--- src/rtl/qspi_target.sv ---
// QSPI memory target: decodes single read (0x03), single write (0x02) and quad-output read (0x6B)
// from an asynchronous mode-0 bus, and drives a simple one-clk strobe memory port.
// Ports: clk/rst_n system; cs_n/sclk/io_in bus inputs; io_out/io_oe bus outputs;
//        mem_addr/mem_re/mem_rdata/mem_we/mem_wdata memory port; busy, bad_cmd status.
module qspi_target #(
  parameter int ADDR_W    = 24,
  parameter int DUMMY_CYC = 8
) (
  input  logic              clk,
  input  logic              rst_n,
  input  logic              cs_n,
  input  logic              sclk,
  input  logic [3:0]        io_in,
  output logic [3:0]        io_out,
  output logic [3:0]        io_oe,
  output logic [ADDR_W-1:0] mem_addr,
  output logic              mem_re,
  input  logic [7:0]        mem_rdata,
  output logic              mem_we,
  output logic [7:0]        mem_wdata,
  output logic              busy,
  output logic              bad_cmd
);

  // Shared bit/dummy counter; DUMMY_CYC must fit in it.
  localparam int CNT_W = 8;

  typedef enum logic [2:0] {IDLE, CMD, ADDR, DUMMY, RDATA, WDATA, IGNORE} state_t;

  state_t           state;
  logic [1:0]       cs_sync, sclk_sync, sync_fill;
  logic [3:0]       io_meta, io_s;
  logic             cs_s, sclk_s, cs_prev, sclk_prev;
  logic             rise, fall, cs_fall;
  logic [CNT_W-1:0] cnt, last_slot;
  logic [22:0]      shreg;
  logic [23:0]      sh_next;
  logic             is_write, is_quad;
  logic [7:0]       obuf, dbuf, rd_src;
  logic             re_d1;
  logic             unused_io;

  assign cs_s    = cs_sync[1];
  assign sclk_s  = sclk_sync[1];
  assign rise    = sclk_s & ~sclk_prev;
  assign fall    = ~sclk_s & sclk_prev;
  assign cs_fall = cs_prev & ~cs_s;
  assign busy    = ~cs_s;
  assign sh_next = {shreg, io_s[0]};
  // Read data arrives the clk after mem_re; use it directly if the first
  // fall lands in the same clk it is being captured.
  assign rd_src    = re_d1 ? mem_rdata : dbuf;
  assign last_slot = is_quad ? CNT_W'(1) : CNT_W'(7);
  // io_in[3:1] are synchronized but no supported command samples them.
  assign unused_io = ^io_s[3:1];

  // Synchronizers and edge history. cs_prev only arms once the chain holds
  // real samples, so a cs_n held low through reset is not seen as a fresh
  // falling edge.
  always_ff @(posedge clk or negedge rst_n) begin
    if (!rst_n) begin
      cs_sync   <= 2'b11;
      sclk_sync <= 2'b00;
      io_meta   <= 4'h0;
      io_s      <= 4'h0;
      sync_fill <= 2'b00;
      cs_prev   <= 1'b0;
      sclk_prev <= 1'b0;
    end else begin
      cs_sync   <= {cs_sync[0], cs_n};
      sclk_sync <= {sclk_sync[0], sclk};
      io_meta   <= io_in;
      io_s      <= io_meta;
      sync_fill <= {sync_fill[0], 1'b1};
      cs_prev   <= cs_s & sync_fill[1];
      sclk_prev <= sclk_s;
    end
  end

  always_ff @(posedge clk or negedge rst_n) begin
    if (!rst_n) begin
      state     <= IDLE;
      cnt       <= '0;
      shreg     <= '0;
      is_write  <= 1'b0;
      is_quad   <= 1'b0;
      obuf      <= 8'h00;
      dbuf      <= 8'h00;
      re_d1     <= 1'b0;
      io_out    <= 4'h0;
      io_oe     <= 4'h0;
      mem_addr  <= '0;
      mem_re    <= 1'b0;
      mem_we    <= 1'b0;
      mem_wdata <= 8'h00;
      bad_cmd   <= 1'b0;
    end else begin
      mem_re  <= 1'b0;
      mem_we  <= 1'b0;
      bad_cmd <= 1'b0;
      re_d1   <= mem_re;
      if (re_d1) dbuf <= mem_rdata;
      // Write address advances the clk after each write strobe.
      if (mem_we) mem_addr <= mem_addr + ADDR_W'(1);

      if (cs_s) begin
        state  <= IDLE;
        cnt    <= '0;
        io_oe  <= 4'h0;
        io_out <= 4'h0;
      end else begin
        case (state)
          IDLE: if (cs_fall) begin
            state <= CMD;
            cnt   <= '0;
          end
          CMD: if (rise) begin
            shreg <= sh_next[22:0];
            cnt   <= cnt + CNT_W'(1);
            if (cnt == CNT_W'(7)) begin
              cnt <= '0;
              case (sh_next[7:0])
                8'h03:   begin state <= ADDR; is_write <= 1'b0; is_quad <= 1'b0; end
                8'h02:   begin state <= ADDR; is_write <= 1'b1; is_quad <= 1'b0; end
                8'h6B:   begin state <= ADDR; is_write <= 1'b0; is_quad <= 1'b1; end
                default: begin state <= IGNORE; bad_cmd <= 1'b1; end
              endcase
            end
          end
          ADDR: if (rise) begin
            shreg <= sh_next[22:0];
            cnt   <= cnt + CNT_W'(1);
            if (cnt == CNT_W'(23)) begin
              cnt      <= '0;
              mem_addr <= ADDR_W'(sh_next);
              if (is_write) begin
                state <= WDATA;
              end else if (is_quad && DUMMY_CYC > 0) begin
                state <= DUMMY;
              end else begin
                state  <= RDATA;
                mem_re <= 1'b1;
                io_oe  <= is_quad ? 4'b1111 : 4'b0010;
              end
            end
          end
          DUMMY: if (rise) begin
            cnt <= cnt + CNT_W'(1);
            if (cnt == CNT_W'(DUMMY_CYC - 1)) begin
              cnt    <= '0;
              state  <= RDATA;
              mem_re <= 1'b1;
              io_oe  <= 4'b1111;
            end
          end
          RDATA: if (fall) begin
            if (cnt == '0) begin
              // First slot of a byte: load it and prefetch the next one.
              mem_re   <= 1'b1;
              mem_addr <= mem_addr + ADDR_W'(1);
              if (is_quad) begin
                io_out <= rd_src[7:4];
                obuf   <= {rd_src[3:0], 4'h0};
              end else begin
                io_out <= {2'b00, rd_src[7], 1'b0};
                obuf   <= {rd_src[6:0], 1'b0};
              end
            end else if (is_quad) begin
              io_out <= obuf[7:4];
              obuf   <= {obuf[3:0], 4'h0};
            end else begin
              io_out <= {2'b00, obuf[7], 1'b0};
              obuf   <= {obuf[6:0], 1'b0};
            end
            cnt <= (cnt == last_slot) ? '0 : cnt + CNT_W'(1);
          end
          WDATA: if (rise) begin
            shreg <= sh_next[22:0];
            cnt   <= cnt + CNT_W'(1);
            if (cnt == CNT_W'(7)) begin
              cnt       <= '0;
              mem_we    <= 1'b1;
              mem_wdata <= sh_next[7:0];
            end
          end
          default: ;
        endcase
      end
    end
  end

endmodule

--- config.mk ---
export PLATFORM = sky130hd
export DESIGN_NAME = qspi_target
export DESIGN_NICKNAME = d
export VERILOG_FILES = /design/src/rtl/qspi_target.sv
export SDC_FILE = /design/constraint.sdc
export NUM_CORES = 1
export LEC_CHECK = 0
export ABC_AREA = 0
export BUFFER_PORTS_ARGS = -buffer_cell sky130_fd_sc_hd__buf_2
export CORE_MARGIN = 5
export CORE_UTILIZATION = 50
export DETAILED_ROUTE_END_ITERATION = 8
export GPL_TIMING_DRIVEN = 0
export PLACE_DENSITY_LB_ADDON = 0.2
export REMOVE_ABC_BUFFERS = 1
export SLEW_MARGIN = 20
export SYNTH_ARGS = -nofsm -noshare
export SYNTH_HDL_FRONTEND = slang
export SYNTH_SLANG_ARGS = --single-unit
--- constraint.sdc ---
create_clock -name clk -period 4.89 [get_ports clk]
set_clock_uncertainty 0.15 [all_clocks]
set_input_delay 0.489 -clock clk [delete_from_list [all_inputs] [get_ports clk]]
set_output_delay 0.489 -clock clk [all_outputs]
set_load 0.005 [all_outputs]
### Word level (Yosys, flattened, before mapping)

Index checks and enable logic that the tools add are counted.
W data, S select, Z words.

| storage, ports and cells | value |
|---|---|
| register bits after elaboration | 106 |
| input port bits | 16 |
| output and inout port bits | 44 |
| logic and storage cells | 142 |

| operators by class | value |
|---|---|
| add/sub/neg operators | 2 |
| eq/ne operators | 22 |
| mux-type cells | 66 |
| bitwise gates (word level) | 7 |
| reduce and logical (&&, ||, !) cells | 23 |

Operators with widths:

| cell | number |
|---|---|
| $mux W24 | 6 |
| $mux W8 | 12 |
| $mux W4 | 13 |
| $pmux W24 S2 | 1 |
| $mux W3 | 12 |
| $pmux W8 S4 | 1 |
| $ne A3 B3 Y1 const B | 10 |
| $add A24 B1 Y24 const B | 1 |
| $eq A8 B2 Y1 const B | 2 |
| $mux W1 | 16 |
| $reduce_and A5 Y1 | 3 |
| $pmux W3 S4 | 1 |
| $reduce_bool A5 Y1 | 2 |
| $reduce_or A3 Y1 | 3 |
| $add A8 B1 Y8 const B | 1 |
| $eq A8 B3 Y1 | 1 |
| $eq A8 B3 Y1 const B | 1 |
| $eq A8 B5 Y1 const B | 1 |
| $eq A8 B7 Y1 const B | 1 |
| $logic_not A8 Y1 | 1 |
| $pmux W4 S2 | 1 |
| $reduce_and A8 Y1 | 1 |
| $reduce_bool A2 Y1 | 4 |
| $reduce_and A7 Y1 | 1 |
| other kinds (14) | 24 |

### Logic depth before layout (Yosys ltp)

Gate-level depths: netlist (run 1).

| logic depth | value |
|---|---|
| word-level depth | 7 |
| gate-level depth with buffers | 9 |
| mapped depth without buffers | 8 |

### Worst setup path after synthesis (run 1)

No wires, ideal clock.

| timing | value |
|---|---|
| kind | register -> register |
| start | register mem_addr[0] |
| end | register mem_addr[12] |
| library setup time | 134 ps |
| data arrival time | 1898 ps |
| required time | 4606 ps |
| setup slack | 2708 ps |
| stages on the path, launching flop included | 9 |
| path buffers | 1 |
| period minus slack after synthesis | 2182 ps |
| cells stage by stage | dfrtp_1 > ha_1 > nand3_1 > or2_1 > buf_4 > or4_1 > xnor2_1 > o21ai_0 > o21ai_0 |

| on the way | value |
|---|---|
| word-level cells in the longest chain between the ends | 6 |
| elaborated cells on any way between the ends | 8 |
| those cells by class | 1 x add/sub; 7 x mux |

Ends and longest elaborated chain:

| item | line | text |
|---|---|---|
| start: declaration | 16 | `output logic [ADDR_W-1:0] mem_addr,` |
| start signal: assignment | 104 | `if (mem_we) mem_addr <= mem_addr + ADDR_W'(1);` |
| start signal: assignment | 135 | `mem_addr <= ADDR_W'(sh_next);` |
| start signal: assignment | 160 | `mem_addr <= mem_addr + ADDR_W'(1);` |
| $add A24 B1 Y24 * | 104, 160 |  |
| $mux W24 | 104 |  |
| $mux W24 (on tied branches) | 157, 133 |  |
| $mux W24 (on tied branches) | 156, 130 |  |
| $pmux W24 S2 | 112 | `case (state)` |
| $mux W24 * | 106 | `if (cs_s) begin` |

Mark *: on every way between the ends. The rest lies on a longest branch, timed or not.
A chain may end at the register's enable or synchronous reset.

### Worst setup path in the final report (run 1)

| timing | value |
|---|---|
| start | register cnt[1] |
| end | register mem_addr[15] |

| on the way | value |
|---|---|
| word-level cells in the longest chain between the ends | 5 |
| elaborated cells on any way between the ends | 8 |
| those cells by class | 1 x eq/ne; 6 x mux; 1 x reduce/logical |

Ends and longest elaborated chain:

| item | line | text |
|---|---|---|
| start: declaration | 35 | `logic [CNT_W-1:0] cnt, last_slot;` |
| start signal: assignment | 119 | `cnt <= cnt + CNT_W'(1);` |
| start signal: assignment | 132 | `cnt <= cnt + CNT_W'(1);` |
| start signal: assignment | 148 | `cnt <= cnt + CNT_W'(1);` |
| $eq A8 B5 Y1 or $logic_not A8 Y1 (tied branches) | 133, 157 |  |
| $mux W24 (on tied branches) | 133, 157 |  |
| $mux W24 (on tied branches) | 130, 156 |  |
| $pmux W24 S2 * | 112 |  |
| $mux W24 * | 106 |  |

Marked as above.

==> out/summary.txt, run 1 <==
Status - finished clean
Cell area after synthesis - 0.005400 sq mm
Clock Sinks - 103
Gate Count Post-Synth - 513
N_diodes - 0
Post-cts resize count - 0
Adder-cell share of the synthesized area - 0.6951%
Crit path cell chain - inv_1, ha_1, nor3b_1, nand3_1, a22oi_1, nor2_1, a221oi_1, o22ai_1
Largest net degree at the start of global routing - 66
Crit-path max cell delay - 0.59 ns
Final Hold Viols - 0
Worst setup EP type - flop
Worst-path cell with the longest stage delay - a22oi_1
Layout cells sized above 1 - 25.99%
Static Leak - 0.002797 uW
Routability cong. - 0.8514
Post-synthesis sequential area ratio - 47.78%
WS Path Type - reg2reg
CTS tree - yes
Initial Util - 50.48%
Post-Synth XOR/XNOR Area - 4.866%
Fillers - 940
Min Clock Period, post-route - 2.712 ns
Slew margin rel. - 44.67%
Asr flop ratio synth - 100.0%
Final nets - 572
Layout Utilization - 55.65%
Routed vias/inst - 5.834
VDD IR max - 0.0001527 V
R2R depth - 8
Combinational family with the most area after synthesis - simple AND/OR/NAND/NOR gates
CTS Hold Bufs - 1
Cell count after placement - 681
Setup TNS - 0 ns
Max Slew Vio Count - 0
Antenna violations before repair - 0
RSZ-0062 raised after global routing - false
Simple-Gate Fraction of Synth Area - 17.45%
CP startpoint kind - flop
Num rows - 38
DRT Wirelength - 12000 um
Vias in the first global route - 4079
Endpoint of the lowest-slack register-to-register path - mem_addr[15]$_DFF_PN0_
CP endpoint - mem_addr[15]$_DFF_PN0_
Register bit total from synthesis - 103
MaxCap Viol Count - 0
Crit path DAT - 2.78 ns
Worst slew pin tran - 0.8300 ns
Final cell count without fillers - 698
Max Freq - 0.3687 GHz
Drt first pass iters - 4
Congestion Overflow GR - 0
Routed len/inst - 17.20 um
Pwr dens - 258.5 mW/mm^2
# setup viols final - 0
Syn. warnings - 0
Worst Hold Class - in2reg
Die W - 113.9 um
Die area - 0.01298 sq mm
Register area - 0.002580 sq mm
# Post-CTS Setup Buffers - 0
Root Driver - clkbuf_8
Reg-to-reg startpoint - cnt[1]$_DFFE_PN0P_
Crit path depth - 8
I/O Buffers - 56
Clock Latency Late Sink - 0.37 ns
Critical path required time - 4.95 ns
DRC - 0
HPWL after DPL - 8361 um
Worst path bufs/invs - 1
Mux contribution to synthesized area - 10.63%
Total CTS buffers - 9
Largest delay share family, worst path - compound AO/OA/AOI/OAI gates
Reg2Reg Setup Slack - 2.18 ns
Synth unique cells - 73
Multi-input logic area - 0.002625 sq mm
All-Layer GR Usage - 19.21%
Post-synth top flop - dfrtp_1
Global-route wire length before repair - 20300 um
Core Area - 0.01070 sq mm
Syn Area/Cell - 10.53 sq um
Synth-to-Final Area Change - 10.24%
Crit share post-route - 55.47%
Clk pin slew, worst setup/hold paths - 0.11 ns
Post-synthesis compound-gate area fraction - 14.74%
Die Height - 113.9 um
Max Buffers Root-to-Sink - 2
Crit-path max FO - 5
H-tree depth - 3
Via count - 4072
# IOs - 60
Antenna viol nets, final - 0
Iter 0 DRT Violations - 348
Worst Setup SP - cnt[1]$_DFFE_PN0P_
Post-synth EDFFs - 0
-- power breakdown --
part,switching [uW],total [uW],internal [uW]
clock network,319,516,196
registers,29.7,909,879
logic,66.5,114,48.0
-- worst min path at each step --
stage	end	cells after the start	slack, ns	from
finish	cs_sync[0]$_DFF_PN1_	1	0.06	cs_n
global route	cs_sync[0]$_DFF_PN1_	1	0.02	cs_n
CTS	cs_sync[0]$_DFF_PN1_	1	0.03	cs_n
detailed placement	io_s[0]$_DFF_PN0_	0	0.18	io_meta[0]$_DFF_PN0_
global placement	io_s[0]$_DFF_PN0_	0	0.18	io_meta[0]$_DFF_PN0_
floorplan	bad_cmd$_DFF_PN0_	0	0.04	rst_n
-- routing by layer --
layer | part of all wire, % | global-route usage (%)
met1 | 46 | 26.63
met2 | 48 | 31.26
met3 | 4.2 | 2.440
met4 | 1.5 | 6.572
met5 | 0 | 0
-- logic make-up (layout without fill, tap and decap cells) --
group,Yosys count,in the layout
xor+xnor,30,30
mux,52,52
fa+ha+maj,3,3
flops,103,103
simple gates,169,169
compound gates,114,114
other cells,1,1
buf+inv,41,86
-- cells in the mapped netlist, types with 2 or more instances --
cell type	count	area share, %
xor2_1	12	1.9
a211o_1	2	0.32
a22oi_1	10	1.4
and2_1	7	0.81
nor3_4	2	0.60
nor3_1	13	1.2
and4_1	2	0.32
nor2_1	33	2.3
clkbuf_2	3	0.28
or3_1	2	0.23
and3_1	5	0.58
dfrtp_1	101	47
mux2i_1	9	1.7
nand3_1	11	1.0
o21ai_0	25	2.3
inv_1	9	0.63
mux2_2	43	9.0
a21oi_1	18	1.7
nand2_1	42	2.9
nor4_1	7	0.81
ha_1	3	0.70
a211oi_1	6	0.83
dfstp_2	2	0.97
buf_1	3	0.21
nand4_1	12	1.4
clkbuf_1	12	0.83
buf_2	6	0.56
o31ai_1	2	0.28
a222oi_1	4	0.74
o211ai_1	3	0.42
o22ai_1	11	1.3
a21o_1	6	0.83
a22o_1	5	0.81
nor3b_1	2	0.28
a31oi_1	6	0.70
a221oi_1	2	0.32
a311oi_1	3	0.49
and3_2	3	0.42
nor2_2	3	0.35
xnor2_1	18	2.9
nand3b_1	2	0.28
buf_6	2	0.42
buf_4	5	0.70
o21ai_4	2	0.60
nor2b_1	6	0.70
-- cell usage in the layout, fill, tap and decap left out, types with 4 or more instances in the layout --
cell      count
a22oi_1      10
nand3_1      11
a21oi_1      18
inv_6         5
mux2i_1       9
and3_1        5
xor2_1       12
nor2_1       33
buf_2        55
a222oi_1      4
nor3_1       13
nand2_1      42
nor4_1        7
o22ai_1      11
xnor2_1      18
inv_1         9
o21ai_0      25
a211oi_1      6
and2_1        7
clkbuf_8      9
a31oi_1       6
a21o_1        6
mux2_2       43
dfrtp_1     101
a22o_1        5
nand4_1      12
nor2b_1       6
-- registers in the layout, indices dropped and copies added, names as in the netlist, 2 cells and up --
register,flops
dbuf,8
mem_wdata,8
io_out,4
sync_fill,2
state,3
obuf,7
cs_sync,2
cnt,8
sclk_sync,2
io_oe,2
shreg,23
mem_addr,24
-- final cells by class --
class / instances / share of cell area, %
Clock inverter: 7 / 1.009
Sequential cell: 103 / 43.34
Multi-Input combinational cell: 369 / 44.09
Timing Repair Buffer: 60 / 5.822
Inverter: 10 / 0.7146
Tap cell: 140 / 2.942
Clock buffer: 9 / 2.081
-- through the flow --
stage | total power [uW] | hold slack, ns | setup slack [ns] | area, sq um
3_3_place_gp | 1033 | 0.1823 | 1.818 | 5694
5_1_grt | 1607 | 0.01870 | 1.968 | 5953
4_1_cts | 1556 | 0.03335 | 2.201 | 5953
6_report | 1539 | 0.05515 | 2.178 | 5953
3_5_place_dp | 1042 | 0.1847 | 2.231 | 5759
2_1_floorplan | 987.3 | 0.04341 | 2.431 | 5239
Power figures use the tool's default switching activity.
==> run 2: changes to the inputs <==
clock period = 2.5 ns   (was 4.89 ns; I/O delays follow)
==> run 2 against run 1 <==
Net effect: die area is the same; total power grew 97%; flip-flop and latch count is the same; cell count grew 2.3%; via count grew 2.1%; core utilization grew 2.1 points; clock-buffer cell count is the same; maximum frequency grew 13%; critical endpoint is now state[2]$_DFFE_PN0P_.
==> out/summary.txt, run 2 (synthesized netlist as in run 1, its figures left out) <==
Status - finished clean
Worst Setup Slack, final - 0.09776 ns
# setup viols final - 0
# IOs - 60
Crit path cell chain - inv_1, or3_1, a21o_1, a21oi_1, o211ai_1, a21oi_1
Routed vias/inst - 5.824
Multi-input logic area - 0.002661 sq mm
Antenna viol nets, final - 0
H-tree depth - 3
Number of flip-flops in the largest register - 24
Static Leak - 0.002876 uW
Clock Latency Late Sink - 0.38 ns
WS Path Type - reg2reg
Max Freq - 0.4163 GHz
Initial Util - 50.48%
Worst-path cell with the longest stage delay - dfrtp_1
N_diodes - 0
All-Layer GR Usage - 19.53%
VDD IR max - 0.0002999 V
Num rows - 38
R2R depth - 6
Antenna violations before repair - 0
CTS tree - yes
HPWL after DPL - 8361 um
DRT Wirelength - 12290 um
Pwr dens - 491.7 mW/mm^2
Hold Path Depth - 2
Most common library cell in the layout ignoring fill and taps - dfrtp_1
Iter 0 DRT Violations - 313
Fillers - 915
Die Height - 113.9 um
Max Slew Vio Count - 0
Register area - 0.002587 sq mm
Worst Hold Class - in2reg
Layout cells sized above 1 - 27.70%
Worst Hold End - dbuf[0]$_DFF_PN0_
Clock Sinks - 103
Slew margin rel. - 59.73%
Vias in the first global route - 4150
Die W - 113.9 um
Cell area after layout - 0.006180 sq mm
Min-delay src - mem_rdata[0]
Final cell count without fillers - 714
Global-route wire length before repair - 20580 um
Area after DPL - 0.005759 sq mm
Most frequent cells in the layout - 98 x dfrtp_1, 55 x buf_2, 43 x mux2_2
CP startpoint kind - flop
Reg2Reg Setup Slack - 0.1 ns
Worst slew pin tran - 0.6004 ns
Drt first pass iters - 5
Total CTS buffers - 9
Synth-to-Final Area Change - 14.43%
MaxCap Viol Count - 0
Congestion Overflow GR - 0
Root Driver - clkbuf_8
I/O Buffers - 56
Final Hold Viols - 0
Most used cell, CP - a21oi_1
Routed len/inst - 17.21 um
Worst setup EP type - flop
DRC - 0
Min Clock Period, post-route - 2.402 ns
Post-place setup slack - -0.1594 ns
Critical path required time - 2.64 ns
Final nets - 588
Crit-path max cell delay - 0.64 ns
Overall power - 3039 uW
Reg-to-reg startpoint - state[1]$_DFFE_PN0P_
Crit share post-route - 96.09%
RSZ-0062 raised after global routing - false
Max Buffers Root-to-Sink - 2
Largest net degree at the start of global routing - 66
Crit-path max FO - 13
Registers with the most flip-flops - mem_addr (24), shreg (23)
Die area - 0.01298 sq mm
Routability cong. - 0.8514
Via count - 4158
Clk pin slew, worst setup/hold paths - 0.10 ns
Setup TNS - 0 ns
Core Area - 0.01070 sq mm
Largest register by flop count - mem_addr
Endpoint of the lowest-slack register-to-register path - state[2]$_DFFE_PN0P_
Crit path DAT - 2.54 ns
Cell count after placement - 681
[run 2: cell count changes in the layout (fill, tap and decap cells not counted), moves of 2 or more]
cell           previous run  this run
dfrtp_1                 101        98
nor2_2                    3         1
buf_4                     0         3
dlygate4sd3_1             1        11
buf_12                    0         3
nor2_4                    0         2
dfrtp_2                   0         3
[run 2: layout make-up]
cell class / count / area share [%]
well taps: 140 / 2.835
clock buffers: 9 / 2.004
clock inverters: 7 / 0.9719
flip-flops and latches: 103 / 41.87
repair buffers: 76 / 8.564
inverters: 10 / 0.6884
multi-input cells: 369 / 43.07
[run 2: timing repair]
action                                  4_1_cts  5_1_grt
hold buffers                                 11        0
gates resized for setup                       5        8
pin swaps                                     3        3
buffers inserted                              3        3
hold endpoints to repair                     48        0
endpoints found under the setup margin       34       31
[run 2: worst max-delay path by stage]
stage	from	to	slack (ns)	cells past startpoint
after floorplan	state[0]$_DFFE_PN0P_	shreg[0]$_DFFE_PN0P_	0.04	4
after global placement	state[0]$_DFFE_PN0P_	shreg[7]$_DFFE_PN0P_	-0.57	4
after detailed placement	cnt[1]$_DFFE_PN0P_	mem_addr[9]$_DFF_PN0_	-0.16	8
after CTS	mem_addr[0]$_DFF_PN0_	mem_addr[18]$_DFF_PN0_	0.009	7
after global routing	cnt[1]$_DFFE_PN0P_	mem_addr[18]$_DFF_PN0_	0.02	8
final	state[1]$_DFFE_PN0P_	state[2]$_DFFE_PN0P_	0.1	6
[run 2: routing by layer]
layer	track usage, %	part of all wire [%]	vias to the layer above
met4	5.780	1.4	0
met1	27.06	46	2068
met2	31.85	48	91
met3	3.024	3.7	13
met5	0	0	-
li1	-	-	1986
[run 2: worst max-delay path: cells and delay by family, from the launching register on]
family          cells  cell delay, ns
compound gates      4            0.83
flops               1            0.64
simple gates        1            0.50
buf+inv             1            0.19
[run 2: stage by stage]
stage	utilization, %	hold WS [ns]
finish	57.77	0.009534
CTS	57.22	0.004724
detailed placement	53.84	0.03027
global placement	53.23	0.1823
global route	57.77	0.003679
floorplan	-	-0.1956
[run 2: report_power, final]
| part | total (uW) | switching [uW] | internal, uW |
|---|---|---|---|
| Combinational | 238 | 133 | 105 |
| Sequential | 1780 | 58.7 | 1720 |
| Clock | 1020 | 637 | 384 |
